$ cat src/rtl/accu_pkg.sv
// Shared constants and helpers for the accumulate/average datapath.
//   SUM_W      : width of an upstream batch sum (four 8-bit samples)
//   AVG_W      : width of a stored/emitted average
//   FIFO_DEPTH : default number of FIFO entries
//   round_sat  : rounded divide-by-four with saturation to the AVG_W range
package accu_pkg;

    localparam int unsigned SUM_W      = 10;
    localparam int unsigned AVG_W      = 8;
    localparam int unsigned FIFO_DEPTH = 4;

    typedef logic [SUM_W-1:0] sum_t;
    typedef logic [AVG_W-1:0] avg_t;

    // Largest representable average, held at the widened intermediate width.
    localparam logic [SUM_W:0] AVG_MAX = (SUM_W+1)'((1 << AVG_W) - 1);

    // (sum + 2) >> 2 in SUM_W+1 bits so the +2 bias cannot wrap; a full-scale
    // sum rounds up to 256, which is clamped back to 255.
    function automatic avg_t round_sat(input sum_t sum);
        logic [SUM_W:0] biased;
        logic [SUM_W:0] shifted;
        biased  = {1'b0, sum} + (SUM_W+1)'(2);
        shifted = biased >> 2;
        if (shifted > AVG_MAX) begin
            return {AVG_W{1'b1}};
        end
        return shifted[AVG_W-1:0];
    endfunction

endpackage

$ cat src/rtl/sync_fifo_ctrl.sv
// Pointer, occupancy and full/empty control for a synchronous FIFO whose
// storage lives in the parent.
//   clk, rst_n  : clock, asynchronous active-low reset
//   push_req_i  : producer offers data
//   pop_req_i   : consumer will take data
//   push_o      : a write happens this cycle (write storage at wr_ptr_o)
//   ready_o     : space available (independent of pop_req_i)
//   valid_o     : at least one entry held
//   wr_ptr_o    : tail index
//   rd_ptr_o    : head index
//   level_o     : occupancy, 0..Depth
module sync_fifo_ctrl #(
    parameter int unsigned Depth = 4,
    localparam int unsigned PtrW = $clog2(Depth),
    localparam int unsigned LvlW = PtrW + 1
) (
    input  logic            clk,
    input  logic            rst_n,
    input  logic            push_req_i,
    input  logic            pop_req_i,
    output logic            push_o,
    output logic            ready_o,
    output logic            valid_o,
    output logic [PtrW-1:0] wr_ptr_o,
    output logic [PtrW-1:0] rd_ptr_o,
    output logic [LvlW-1:0] level_o
);

    logic [PtrW-1:0] wr_ptr_q, wr_ptr_d;
    logic [PtrW-1:0] rd_ptr_q, rd_ptr_d;
    logic [LvlW-1:0] level_q, level_d;
    logic            full, empty;
    logic            push, pop;

    always_comb begin
        full  = (level_q == LvlW'(Depth));
        empty = (level_q == '0);
        // Acceptance looks only at occupancy: a full FIFO refuses data even
        // when the head is being popped in the same cycle.
        push  = push_req_i && !full;
        pop   = pop_req_i && !empty;
    end

    always_comb begin
        wr_ptr_d = wr_ptr_q;
        rd_ptr_d = rd_ptr_q;
        level_d  = level_q;

        if (push) begin
            wr_ptr_d = (wr_ptr_q == PtrW'(Depth - 1)) ? '0 : wr_ptr_q + PtrW'(1);
        end
        if (pop) begin
            rd_ptr_d = (rd_ptr_q == PtrW'(Depth - 1)) ? '0 : rd_ptr_q + PtrW'(1);
        end

        case ({push, pop})
            2'b10:   level_d = level_q + LvlW'(1);
            2'b01:   level_d = level_q - LvlW'(1);
            default: level_d = level_q;
        endcase
    end

    always_ff @(posedge clk or negedge rst_n) begin
        if (!rst_n) begin
            wr_ptr_q <= '0;
            rd_ptr_q <= '0;
            level_q  <= '0;
        end else begin
            wr_ptr_q <= wr_ptr_d;
            rd_ptr_q <= rd_ptr_d;
            level_q  <= level_d;
        end
    end

    assign push_o   = push;
    assign ready_o  = !full;
    assign valid_o  = !empty;
    assign wr_ptr_o = wr_ptr_q;
    assign rd_ptr_o = rd_ptr_q;
    assign level_o  = level_q;

endmodule

$ cat src/rtl/avg_fifo.sv
// FIFO of rounded batch averages. Each accepted 10-bit batch sum is reduced
// to an 8-bit rounded, saturated average at push time; only that byte is kept.
//   clk, rst_n : clock, asynchronous active-low reset
//   data_in    : upstream batch sum (SUM_W bits)
//   valid_a    : upstream data valid
//   ready_a    : FIFO has space
//   valid_b    : data_out holds the head entry
//   ready_b    : downstream takes the head entry
//   data_out   : head average (undefined while valid_b is low)
//   level      : occupancy, 0..DEPTH
module avg_fifo
    import accu_pkg::*;
#(
    parameter int unsigned DEPTH = FIFO_DEPTH
) (
    input  logic                     clk,
    input  logic                     rst_n,
    input  logic [SUM_W-1:0]         data_in,
    input  logic                     valid_a,
    output logic                     ready_a,
    output logic                     valid_b,
    input  logic                     ready_b,
    output logic [AVG_W-1:0]         data_out,
    output logic [$clog2(DEPTH):0]   level
);

    localparam int unsigned PtrW = $clog2(DEPTH);

    logic            push;
    logic [PtrW-1:0] wr_ptr;
    logic [PtrW-1:0] rd_ptr;
    avg_t            avg_d;

    // Storage is deliberately not reset; valid_b qualifies data_out.
    avg_t            mem_q [DEPTH];

    sync_fifo_ctrl #(
        .Depth (DEPTH)
    ) u_ctrl (
        .clk        (clk),
        .rst_n      (rst_n),
        .push_req_i (valid_a),
        .pop_req_i  (ready_b),
        .push_o     (push),
        .ready_o    (ready_a),
        .valid_o    (valid_b),
        .wr_ptr_o   (wr_ptr),
        .rd_ptr_o   (rd_ptr),
        .level_o    (level)
    );

    always_comb begin
        avg_d = round_sat(data_in);
    end

    always_ff @(posedge clk) begin
        if (push) begin
            mem_q[wr_ptr] <= avg_d;
        end
    end

    // Registered storage read by the head pointer: no fall-through path.
    assign data_out = mem_q[rd_ptr];

endmodule

$ cat config.mk
export PLATFORM = sky130hd
export DESIGN_NAME = avg_fifo
export DESIGN_NICKNAME = d
export VERILOG_FILES = /design/src/rtl/accu_pkg.sv /design/src/rtl/sync_fifo_ctrl.sv /design/src/rtl/avg_fifo.sv
export SDC_FILE = /design/constraint.sdc
export NUM_CORES = 1
export LEC_CHECK = 0
export BUFFER_PORTS_ARGS = -buffer_cell sky130_fd_sc_hd__buf_2
export CAP_MARGIN = 40
export CORE_AREA = 2 2 63 59
export DETAILED_ROUTE_END_ITERATION = 7
export DIE_AREA = 0 0 65 61
export GPL_TIMING_DRIVEN = 0
export PLACE_DENSITY = 0.76
export SLEW_MARGIN = 20
export SYNTH_ARGS = -nofsm -noshare
export SYNTH_HDL_FRONTEND = slang
export SYNTH_HIERARCHICAL = 1
export SYNTH_SLANG_ARGS = --single-unit
$ cat constraint.sdc
create_clock -name clk -period 2.8 [get_ports clk]
set_clock_uncertainty 0.15 [all_clocks]
set_input_delay 0.28 -clock clk [delete_from_list [all_inputs] [get_ports clk]]
set_output_delay 0.28 -clock clk [all_outputs]
set_load 0.01 [all_outputs]
---- After elaboration in Yosys (flattened, before gate mapping) ----
Memories as Yosys holds them, arrays and structs flattened.
Index checks and enable logic that the tools add are counted.
operators by class
  add/subtract/negate cells ............... 5
  $mul .................................... 0
  divide/modulo/power cells ............... 0
  $lt $le $gt $ge ......................... 1
  equality and inequality tests ........... 5
  shifts and indexed selects .............. 0
  multiplexer cells ....................... 8
  bitwise gates (word level) .............. 0
  reductions and logical operators ........ 6
operators by type and width
  operator                                                                          number
  8-bit 2-to-1 mux                                                                  2
  10-bit by 2-bit adder with 11-bit output (second input constant)                  1
  9-bit by 8-bit greater-than comparator with 1-bit output (second input constant)  1
  2-bit equality test (second input constant)                                       3
  3-bit one-hot mux with 2 select lines                                             1
  2-bit by 1-bit adder with 2-bit output (second input constant)                    2
  2-bit 2-to-1 mux                                                                  2
  3-bit by 1-bit adder with 3-bit output (second input constant)                    1
  3-bit equality test (second input constant)                                       1
  3-bit logical NOT                                                                 1
  1-bit 2-to-1 mux                                                                  3
  3-bit by 1-bit subtractor with 3-bit output (second input constant)               1
  2-bit by 1-bit equality test with 1-bit output (second input constant)            1
  1-bit logical AND                                                                 2
  1-bit logical NOT                                                                 2
  2-bit nonzero test                                                                1
storage, ports and cells
  bits in registers ....................... 7
  latch bits .............................. 0
  memory bits (writable) .................. 32
  ROM bits ................................ 0
  input bits .............................. 14
  output and inout bits ................... 13
  word-level logic and storage cells ...... 29
  memories ................................ 1
memories
  memory  depth  bits a word  rd ports  clocked after Yosys merged registers in  write ports  line            RTL
  mem_q   4      8            1         0                                        1            avg_fifo.sv:35  avg_t mem_q [DEPTH];

---- Longest topological paths before layout ----
Gate-level depths: netlist of the first run.
  depth after elaboration ................. 5
  mapped depth ............................ 9
  gate-level depth less buffers ........... 9

---- By module ----
Netlist of the first run, hierarchy kept.
modules (own cells, without submodules)
  module          times used  cells each  area an instance (um^2)  sequential area each (um^2)
  avg_fifo        1           78          1375.1                   960.9
  sync_fifo_ctrl  1           32          390.4                    175.2

---- Least setup slack after synthesis of the first run ----
OpenSTA, ideal clock, no wires.
  path type ............................... register to register
  from .................................... register u_ctrl.level_q[0], in the netlist u_ctrl/level_o[0]
  to ...................................... register u_ctrl.level_q[2], in the netlist u_ctrl/level_o[2]
  library setup time ...................... 0.079 ns
  arrival time ............................ 1.952 ns
  required time ........................... 2.571 ns
  slack ................................... 0.619 ns
  cell stages (with the launch flop) ...... 9
  path buffers ............................ 0
  clock period less this slack ............ 2.181 ns
  path through ............................ dfrtp_1 > or3b_4 > nand2_4 > ha_1 > inv_1 > fa_1 > xor2_1 > nor2_1 > xor2_1
on the way
  longest elaborated chain between the ends .. 5
  elaborated cells between the ends (all ways) .. 12
  classes of those cells .................. add/sub (2); eq/ne (3); mux (1); reduce/logical (6)
ends and longest elaborated chain
  what                                                                                   line                  RTL
  from (decl)                                                                            sync_fifo_ctrl.sv:31  logic [LvlW-1:0] level_q, level_d;
  from (signal assigned)                                                                 sync_fifo_ctrl.sv:71  level_q <= level_d;
  3-bit equality test *                                                                  sync_fifo_ctrl.sv:36  full = (level_q == LvlW'(Depth));
  1-bit logical NOT *                                                                    --
  via ready_a                                                                            avg_fifo.sv:20        output logic ready_a,
  1-bit logical AND *                                                                    sync_fifo_ctrl.sv:40  push = push_req_i && !full;
  2-bit by 1-bit equality test with 1-bit output or 2-bit equality test (tied branches)  sync_fifo_ctrl.sv:56  case ({push, pop})
  3-bit one-hot mux with 2 select lines or 2-bit nonzero test (tied branches)            --
The timed path passes the listed nets; every way through them passes the cells marked *.
A chain may end at the register's enable or synchronous reset.

---- Worst setup path after layout of the first run ----
  from .................................... register u_ctrl.level_q[0], in the netlist u_ctrl/level_o[0]
  to ...................................... register u_ctrl.level_q[2], in the netlist u_ctrl/level_o[2]
on the way
  longest elaborated chain between the ends .. 5
  elaborated cells between the ends (all ways) .. 12
  classes of those cells .................. add/sub (2); eq/ne (3); mux (1); reduce/logical (6)
ends and longest elaborated chain
  what                                                                                   line
  3-bit equality test or 3-bit logical NOT (tied branches)                               sync_fifo_ctrl.sv:36, sync_fifo_ctrl.sv:37
  1-bit logical NOT, on equally long branches                                            sync_fifo_ctrl.sv:40, sync_fifo_ctrl.sv:41
  1-bit logical AND, on equally long branches                                            sync_fifo_ctrl.sv:40, sync_fifo_ctrl.sv:41
  2-bit by 1-bit equality test with 1-bit output or 2-bit equality test (tied branches)  sync_fifo_ctrl.sv:56
  3-bit one-hot mux with 2 select lines or 2-bit nonzero test (tied branches)            --
Parallel ways exist; a longest one is shown, timed or not.

==> results of run 1 <==
==> state kept, by name, indices dropped and copies added (netlist names) <==
name             count
mem_q               32
u_ctrl/level_o       3
u_ctrl/rd_ptr_o      2
u_ctrl/wr_ptr_o      2
==> routing by layer <==
metal / wire length, µm / global-route usage (%) / up-vias
met5: 0 / 0 / -
met1: 1218 / 20.23 / 524
li1: - / - / 484
met3: 159 / 4.638 / 5
met2: 1557 / 29.90 / 31
met4: 62 / 10.03 / 0
==> critical path, stage by stage, from the launching register on <==
cell	delay (ns)
dfrtp_1	0.44
or3b_4	0.44
nand2_4	0.11
ha_1	0.18
inv_1	0.06
fa_1	0.38
xor2_1	0.15
nor2_1	0.11
xor2_1	0.17
==> cells by family after synthesis <==
group / count (synthesis) / synth area share, %
DFF: 39 / 64.35
buffers and inverters: 10 / 3.047
muxes: 13 / 13.75
and+or+nand+nor: 30 / 9.923
xor gates and xnor gates: 5 / 2.481
adders and majority gates: 5 / 3.969
AOI/OAI and AO/OA: 8 / 2.480
==> metrics by stage <==
stage	hold slack, ns	utilization (%)	worst slack [ns]	cells
floorplan	-0.1656	-	0.6191	110
global placement	-0.03406	59.35	0.3474	179
detailed placement	-0.02324	59.50	0.5566	179
CTS	0.2019	62.37	0.5216	188
global route	0.2094	62.37	0.3964	188
finish	0.2006	62.37	0.5412	188
==> power by group through the flow <==
| stage | Clock, mW | Combinational (mW) | Sequential (mW) |
|---|---|---|---|
| final | 0.363 | 0.727 | 0.880 |
| after global routing | 0.384 | 0.801 | 0.895 |
| after CTS | 0.365 | 0.741 | 0.880 |
| after detailed placement | 0 | 0.739 | 0.891 |
| after global placement | 0 | 0.700 | 0.875 |
| after floorplan | 0 | 0.512 | 0.876 |
==> worst min path at each step <==
stage | slack, ns | start | endpoint
after detailed placement | -0.02 | rst_n | u_ctrl/rd_ptr_o[0]
after global placement | -0.03 | rst_n | u_ctrl/rd_ptr_o[0]
final | 0.20 | valid_a | u_ctrl/wr_ptr_o[0]
after CTS | 0.20 | ready_b | u_ctrl/rd_ptr_o[1]
after global routing | 0.21 | valid_a | u_ctrl/wr_ptr_o[1]
after floorplan | -0.17 | rst_n | u_ctrl/level_o[0]
==> cells in the mapped netlist, types with 3 or more instances <==
library cell,n
inv_1,6
edfxtp_1,32
nand2_1,6
ha_1,4
mux4_2,8
a21oi_1,4
a31oi_1,3
xnor2_1,3
and3_1,4
dfrtp_1,7
nor2_1,7
==> layout make-up <==
type                    instances  share of cell area, %
plain buffers                   4                  1.530
clock buffers                   5                  3.366
clock inverters                 3                 0.7344
inverters                       6                  1.102
multi-input cells              61                  28.40
flip-flops and latches         39                  55.57
well taps                      44                  2.693
repair buffers                 26                  6.610
==> timing repair <==
action | in CTS | in global routing
resized for setup | 0 | 0
hold buffers | 1 | 0
hold endpoints to repair | 7 | 0
==> impl_metrics.ini, run 1 <==
[outcome]
outcome = finished, final reports clean

[synth]
ys.flop_type = edfxtp_1
synth_cell_types = 31
synth_area_per_cell_um2 = 16.05
synth_top_area_share_pct = 54.43
syn-num-nets = 129
syn_inst = 110
ys_top_cells_by_area = edfxtp_1 54%, mux4_2 10%, dfrtp_1 9.9%
netlist_area_um2 = 1765
yosysSeqAreaShare_pct = 64.35
async_reset_ff_share_pct = 17.95
synth_edf_count = 32
synth_seq_cells = 39
synth_area_leader_cell = edfxtp_1
synth_warnings = 6

[clocking]
cts-buffers-inserted = 5
clockBufferDepth = 2
path_clk_slew_ns = 0.08
cts_tree = yes
post-cts-setup-buffers = 0
htreeDepth = 2
root_buffer = clkbuf_8
clock_latency_ns = 0.29
clock_sinks = 39

[critical_path]
worstSetupEndpointType = flop
ff2ff_setup_slack_ns = 0.54
critPathLaunchType = flop
rr_startpoint = u_ctrl/level_o[0]
startpoint = u_ctrl/level_o[0]
required_ns = 2.87
crit_path_end = u_ctrl/level_o[2]
critPathMaxFanout = 5
crit_type = flop to flop
rr_worst_depth = 8
arrival_ns = 2.32
r2r-end = u_ctrl/level_o[2]

[detailed_routing]
wl_per_cell_um = 15.94
routed_wirelength_um = 2997
route.detailed.drc = 0
first_iter_violations = 45
vias_per_cell = 5.553
firstDrtPassIters = 4
via_count = 1044
ant_nets = 0

[floorplan]
die-area_um2 = 3965
ios = 27
die_w_um = 65
fp-row-count = 20
start_util_pct = 53.85
die_h_um = 61
coreArea_um2 = 3278

[pwr]
power.internal_mw = 1.329
p_clk_share_pct = 18.4
vdd_drop_max_v = 0.0003916
leakage_nw = 0.8044
powerDensity_nw_per_um2 = 963.8
p_sw_share_pct = 32.55
total_power_mw = 1.970
p_sw_mw = 0.6414
power_frac_comb_pct = 36.9
seqPwrFrac_pct = 44.7

[global_route]
grt_max_degree = 13
grt_pass1_vias = 1041
antenna_found_initial = 0
grtUsageTotal_pct = 17.41
grt_first_pass_wirelength_um = 4767
grt_overflow = 0

[timing]
fin_crit_sh_pct = 80.67
fmax_mhz = 442.7
setup_violations = 0
min_period_ns = 2.259
maxSlewViolCount = 0
hold_viol = 0
worst_slew_margin_rel_pct = 48.78
tightest_slew_ns = 0.7655
rsz0062_at_grt = false
tns_ns = 0

[placement]
io_buffer_count = 25
place_area_um2 = 1951
dp_hpwl_um = 2227
gp_congestion = 0.7624

[layout]
final_nets = 162
multi_input_area_um2 = 580.6
regArea_um2 = 1136
synthToLayoutAreaGrowth_pct = 15.80
layout_commonest_cell = edfxtp_1
fill_cells = 249
most-common-layout-cells = 32 x edfxtp_1, 26 x buf_2, 8 x mux4_2
drive_gt1_share_pct = 37.50
postLayoutCellArea_um2 = 2044
num_antenna_cells = 0

[hold_path]
hold_depth = 3
hp-class = input pin to flop

[run]
cap_violations = 0
(Power assumes the default switching activity.)
==> run 2: changes to the inputs <==
--- a/config.mk
+++ b/config.mk
@@ -5,13 +5,14 @@
 export SDC_FILE = /design/constraint.sdc
 export NUM_CORES = 1
 export LEC_CHECK = 0
+export ABC_AREA = 1
 export BUFFER_PORTS_ARGS = -buffer_cell sky130_fd_sc_hd__buf_2
 export CAP_MARGIN = 40
-export CORE_AREA = 2 2 63 59
+export CORE_AREA = 2 2 68 63
 export DETAILED_ROUTE_END_ITERATION = 7
-export DIE_AREA = 0 0 65 61
+export DIE_AREA = 0 0 70 65
 export GPL_TIMING_DRIVEN = 0
-export PLACE_DENSITY = 0.76
+export PLACE_DENSITY = 0.72
 export SLEW_MARGIN = 20
 export SYNTH_ARGS = -nofsm -noshare
 export SYNTH_HDL_FRONTEND = slang
==> constraint.sdc (replaced) <==
create_clock -name clk -period 1.95 [get_ports clk]
set_clock_uncertainty 0.15 [all_clocks]
set_input_delay 0.195 -clock clk [delete_from_list [all_inputs] [get_ports clk]]
set_output_delay 0.195 -clock clk [all_outputs]
set_load 0.01 [all_outputs]
==> run 2 against run 1 <==
Effect of this change:
- first-iteration DRC count fell by 22%
- wire length grew 18%
- die area is 15% higher
- worst setup slack got worse by 0.52 ns
- synthesized area up 5.7%
- fmax increased by 17%
- clock-buffer cell count is the same
- power is 58% higher
- via count grew 27%
- core utilization fell by 5.7 points
- largest cell class unchanged
==> impl_metrics.ini, run 2 <==
[floorplan]
die-area_um2 = 4550
fp-row-count = 22
die_w_um = 70
ios = 27
die_h_um = 65
coreArea_um2 = 3909
start_util_pct = 47.76

[synth]
async_reset_ff_share_pct = 17.95
syn-num-nets = 196
yosysSeqAreaShare_pct = 60.86
synth_top_area_share_pct = 51.47
synth_top_cells_by_count = 32 x edfxtp_1, 32 x nand2_1, 25 x nor2_1, 17 x inv_1, 16 x o21ai_0
synth_seq_cells = 39
synth_warnings = 6
synth_area_leader_cell = edfxtp_1
netlist_area_um2 = 1867
ys.flop_type = edfxtp_1
synth_edf_count = 32
synth_cell_types = 23
ys_top_cells_by_area = edfxtp_1 51%, dfrtp_1 9.4%, nand2_1 6.4%
syn_inst = 177
synth_area_per_cell_um2 = 10.55

[placement]
dpl.cell_count = 251
gp_congestion = 0.7553
dp_hpwl_um = 2578
preCtsSetupSlack_ns = 0.02447
io_buffer_count = 25
place_area_um2 = 2074

[timing]
fin_crit_sh_pct = 99.06
whs_ns = 0.04233
setup_slack_ns = 0.01830
worst_slew_margin_rel_pct = 48.13
min_period_ns = 1.932
rsz0062_at_grt = true
maxSlewViolCount = 0
fmax_mhz = 517.7
hold_viol = 0
setup_violations = 0
tightest_slew_ns = 0.7739

[pwr]
leakage_nw = 0.9378
powerDensity_nw_per_um2 = 1403
vdd_drop_max_v = 0.0007483

[layout]
largest-register = mem_q
fin_util_pct = 56.63
num_antenna_cells = 0
postLayoutCellArea_um2 = 2213
instances_no_fill = 265
largest_reg_flops = 32
synthToLayoutAreaGrowth_pct = 18.57
drive_gt1_share_pct = 27.19
final_nets = 235
fill_cells = 347
most-common-layout-cells = 32 x nand2_1, 32 x edfxtp_1, 25 x nor2_1, 25 x buf_2

[clocking]
root_buffer = clkbuf_8
cts-buffers-inserted = 5
clock_sinks = 39
cts_tree = yes
clockBufferDepth = 2
htreeDepth = 2
clock_latency_ns = 0.29
path_clk_slew_ns = 0.07

[detailed_routing]
firstDrtPassIters = 4
first_iter_violations = 35
route.detailed.drc = 0
wl_per_cell_um = 13.36
ant_nets = 0
routed_wirelength_um = 3541
vias_per_cell = 5.008
via_count = 1327

[critical_path]
arrival_ns = 1.79
slowest_delay_ns = 0.45
crit_family = simple AND/OR/NAND/NOR gates
crit_type = flop to flop
critPathSlowestCell = nor3_1
timing.critical_path.mode_cell = inv_1
crit_chain = inv_2, nand3_4, nand2_4, inv_1, inv_1, nor3_1, buf_4
worstSetupEndpointType = flop
critPathLaunchType = flop
required_ns = 1.81
critPathMaxFanout = 5
critical_path_buf_inv_count = 4

[run]
cap_violations = 0

[hold_path]
hp-class = input pin to flop

[global_route]
grt_first_pass_wirelength_um = 6078
grt_pass1_vias = 1309
grtUsageTotal_pct = 17.53
antenna_found_initial = 0
grt_overflow = 0
grt_max_degree = 13

[outcome]
outcome = finished, final reports clean
[run 2: cell types whose count changed after synthesis, sizes merged, moves of 3 or more]
| cell | change |
|---|---|
| o21ai | +19 |
| nand2 | +26 |
| nor3 | +4 |
| o22ai | +8 |
| mux4 | -8 |
| nand3 | +10 |
| nor2 | +18 |
| and3 | -4 |
| mux2 | -4 |
| a21oi | -4 |
| inv | +15 |
| a31oi | -3 |
[run 2: final timing paths]
| check | slack, ns | endpoint | from | depth (start not counted) |
|---|---|---|---|---|
| worst max-delay path | 0.02 | mem_q[1][1] | u_ctrl/level_o[1] | 7 |
| worst min-delay path | 0.04 | u_ctrl/wr_ptr_o[1] | valid_a | 3 |
| worst max register to register | 0.02 | mem_q[1][1] | u_ctrl/level_o[1] | 7 |
| worst min register to register | 0.37 | u_ctrl/level_o[0] | u_ctrl/level_o[0] | 1 |
| max in group asynchronous | 1.36 | u_ctrl/rd_ptr_o[0] | rst_n | 2 |
| min in group asynchronous | 0.12 | u_ctrl/level_o[0] | rst_n | 2 |
[run 2: cell families after synthesis]
group	Yosys count	synth area share, %
simple gates	79	19.97
flops	39	60.86
compound gates	29	9.049
buf+inv	23	5.429
fa+ha+maj	5	3.754
xor+xnor	2	0.9385
[run 2: report_power, final]
| group | leakage [nW] | total (mW) | switching (mW) | internal (mW) |
|---|---|---|---|---|
| Clock | 0.0392 | 0.510 | 0.267 | 0.242 |
| Combinational | 0.522 | 1.31 | 0.775 | 0.530 |
| Sequential | 0.377 | 1.29 | 0.163 | 1.13 |
| Total | 0.938 | 3.11 | 1.20 | 1.90 |
[run 2: metal layers]
layer,up-vias,share of wire (%),global-route usage [%]
met1,609,44,21.63
li1,686,-,-
met2,25,50,30.24
met5,-,0,0
met4,0,1.8,6.490
met3,7,4.5,4.044
[run 2: area by class of cell]
| class | instances | area [µm²] | share of cell area, % |
|---|---|---|---|
| flip-flops and latches | 39 | 1137 | 51.38 |
| repair buffers | 32 | 180.2 | 8.140 |
| clock buffers | 5 | 68.82 | 3.109 |
| inverters | 21 | 78.83 | 3.561 |
| clock inverters | 3 | 15.01 | 0.6784 |
| plain buffers | 2 | 22.52 | 1.018 |
| well taps | 48 | 60.06 | 2.713 |
| multi-input cells | 115 | 650.6 | 29.40 |
[run 2: per-stage QoR]
step | power (mW) | TNS [ns]
detailed placement | 2.522 | 0
global placement | 2.443 | -9.417
global route | 3.331 | -2.494
finish | 3.105 | 0
CTS | 3.023 | 0
floorplan | 2.076 | 0
[run 2: what timing repair did]
| item | CTS | global route |
|---|---|---|
| gates cloned | 0 | 0 |
| resized for setup | 1 | 5 |
| hold endpoints to repair | 7 | 0 |
| setup buffers | 0 | 5 |
| endpoints found under the setup margin | 1 | 37 |
| hold buffers | 1 | 0 |
[run 2: worst reg2reg max path: stages (launching register included)]
cell and delay [ns]:
dfrtp_1 0.40, inv_2 0.09, nand3_4 0.11, nand2_4 0.06
inv_1 0.05, inv_1 0.08, nor3_1 0.45, buf_4 0.25
==> run 3: changes to the inputs <==
--- a/config.mk
+++ b/config.mk
@@ -9,6 +9,7 @@
 export BUFFER_PORTS_ARGS = -buffer_cell sky130_fd_sc_hd__buf_2
 export CAP_MARGIN = 40
 export CORE_AREA = 2 2 68 63
+export CTS_CLUSTER_SIZE = 12
 export DETAILED_ROUTE_END_ITERATION = 7
 export DIE_AREA = 0 0 70 65
 export GPL_TIMING_DRIVEN = 0
==> constraint.sdc (replaced) <==
create_clock -name clk -period 1.95 [get_ports clk]
set_clock_uncertainty 0.15 [all_clocks]
set_input_delay 0.0975 -clock clk [delete_from_list [all_inputs] [get_ports clk]]
set_output_delay 0.0975 -clock clk [all_outputs]
set_load 0.01 [all_outputs]
==> run 3 against run 2 <==
Effect of this change:
- via count is 0.90% higher
- power shrank 1.4%
- hold slack lost 0.022 ns
- core utilization shrank 0.064 points
- die area unchanged
- global-route usage grew 0.24 points
- first-iteration DRC count up 43%
- design area shrank 0.11%
- wire length grew 0.40%
- sequential power about the same
- critical path type unchanged
==> impl_metrics.ini, run 3 (same netlist as run 2, synthesis figures left out) <==
[clocking]
cts-buffers-inserted = 5
clockBufferDepth = 2
cts_tree = yes
path_clk_slew_ns = 0.07
root_buffer = clkbuf_8
htreeDepth = 2
clock_latency_ns = 0.29
clock_sinks = 39

[critical_path]
critical_path_buf_inv_count = 4
crit_family = simple AND/OR/NAND/NOR gates
crit_chain = inv_2, nand3_4, nand2_4, inv_1, inv_1, nor3_1, buf_4
critPathSlowestCell = nor3_1
critPathMaxFanout = 5
crit_type = flop to flop
timing.critical_path.mode_cell = inv_1
critPathLaunchType = flop
required_ns = 1.81
worstSetupEndpointType = flop
crit_cells = 7
rr_worst_depth = 7
arrival_ns = 1.79
slowest_delay_ns = 0.45

[pwr]
leakage_nw = 0.9313
powerDensity_nw_per_um2 = 1385
vdd_drop_max_v = 0.0007840

[layout]
instances_no_fill = 264
drive_gt1_share_pct = 25.93
most-common-layout-cells = 32 x nand2_1, 32 x edfxtp_1, 25 x nor2_1, 25 x buf_2
largest_reg_flops = 32
synthToLayoutAreaGrowth_pct = 18.43
num_antenna_cells = 0
final_nets = 234
multi_input_area_um2 = 650.6
fill_cells = 344
regArea_um2 = 1137
largest-register = mem_q

[global_route]
grt_pass1_vias = 1326
antenna_found_initial = 0
grt_overflow = 0
grt_max_degree = 13
grt_first_pass_wirelength_um = 6168
grtUsageTotal_pct = 17.77

[floorplan]
coreArea_um2 = 3909
die_h_um = 65
fp-row-count = 22
die-area_um2 = 4550
start_util_pct = 47.76
die_w_um = 70
ios = 27

[placement]
dp_hpwl_um = 2578
gp_congestion = 0.7553
io_buffer_count = 25
dpl.cell_count = 251

[timing]
tns_ns = 0
setup_violations = 0
hold_viol = 0
fmax_mhz = 517.4
maxSlewViolCount = 0
tightest_slew_ns = 0.7719
worst_slew_margin_rel_pct = 48.26
min_period_ns = 1.933
rsz0062_at_grt = true
fin_crit_sh_pct = 99.12

[detailed_routing]
first_iter_violations = 50
wl_per_cell_um = 13.47
firstDrtPassIters = 4
via_count = 1339
route.detailed.drc = 0
routed_wirelength_um = 3555
vias_per_cell = 5.072
ant_nets = 0

[hold_path]
hp-class = input pin to asynchronous set/reset pin

[outcome]
outcome = finished, final reports clean

[run]
cap_violations = 0
[run 3: cell types whose count changed in the layout (fill, tap and decap cells not counted), sizes merged]
cell and delta:
dlygate4sd3 +2, buf -3
[run 3: worst register-to-register path: stages (launching register included)]
cell	delay [ns]
dfrtp_1	0.40
inv_2	0.09
nand3_4	0.11
nand2_4	0.06
inv_1	0.05
inv_1	0.08
nor3_1	0.45
buf_4	0.25
[run 3: per-layer routing]
layer	routed length, µm	up-vias	track usage (%)
met5	0	-	0
met4	65	0	6.490
met3	130	7	4.044
met2	1837	25	30.95
met1	1521	623	21.73
li1	-	684	-
[run 3: worst paths after layout]
check | endpoint | slack (ns) | from
max in group asynchronous | u_ctrl/rd_ptr_o[0] | 1.46 | rst_n
min reg2reg | u_ctrl/level_o[0] | 0.37 | u_ctrl/level_o[0]
max | mem_q[1][1] | 0.02 | u_ctrl/level_o[1]
min in group clk | mem_q[0][7] | 0.05 | data_in[9]
min | u_ctrl/level_o[0] | 0.02 | rst_n
max reg2reg | mem_q[1][1] | 0.02 | u_ctrl/level_o[1]
[run 3: report_power, final]
part | total [mW] | internal, mW | switching [mW] | leakage (nW)
registers | 1.30 | 1.13 | 0.171 | 0.377
logic | 1.25 | 0.496 | 0.756 | 0.515
clock network | 0.510 | 0.242 | 0.268 | 0.0392
[run 3: cell type report]
type	instances	share of cell area [%]
buffer	2	1.019
tap	48	2.716
timing repair buffer	31	8.036
multi-input combinational	115	29.43
inverter	21	3.565
clock inverter	3	0.6791
sequential	39	51.44
clock buffer	5	3.113
[run 3: what timing repair did]
action,CTS,global route
gates resized for setup,0,6
hold endpoints to repair,11,0
setup buffers,0,2
setup endpoints to repair,0,32
hold buffers,3,0
[run 3: per-stage QoR]
| step | hold WS, ns | total power, mW | cell area, µm² | setup WS (ns) | utilization [%] |
|---|---|---|---|---|---|
| after detailed placement | -0.2020 | 2.522 | 2074 | 0.02447 | 53.07 |
| after CTS | 0.02240 | 3.023 | 2188 | 0.01236 | 55.99 |
| after global routing | 0.05182 | 3.291 | 2211 | -0.1368 | 56.56 |
| after global placement | -0.2095 | 2.443 | 2052 | -0.3327 | 52.50 |
| after floorplan | -0.3481 | 2.076 | 1867 | 0.04092 | - |
| final | 0.01983 | 3.062 | 2211 | 0.01713 | 56.56 |
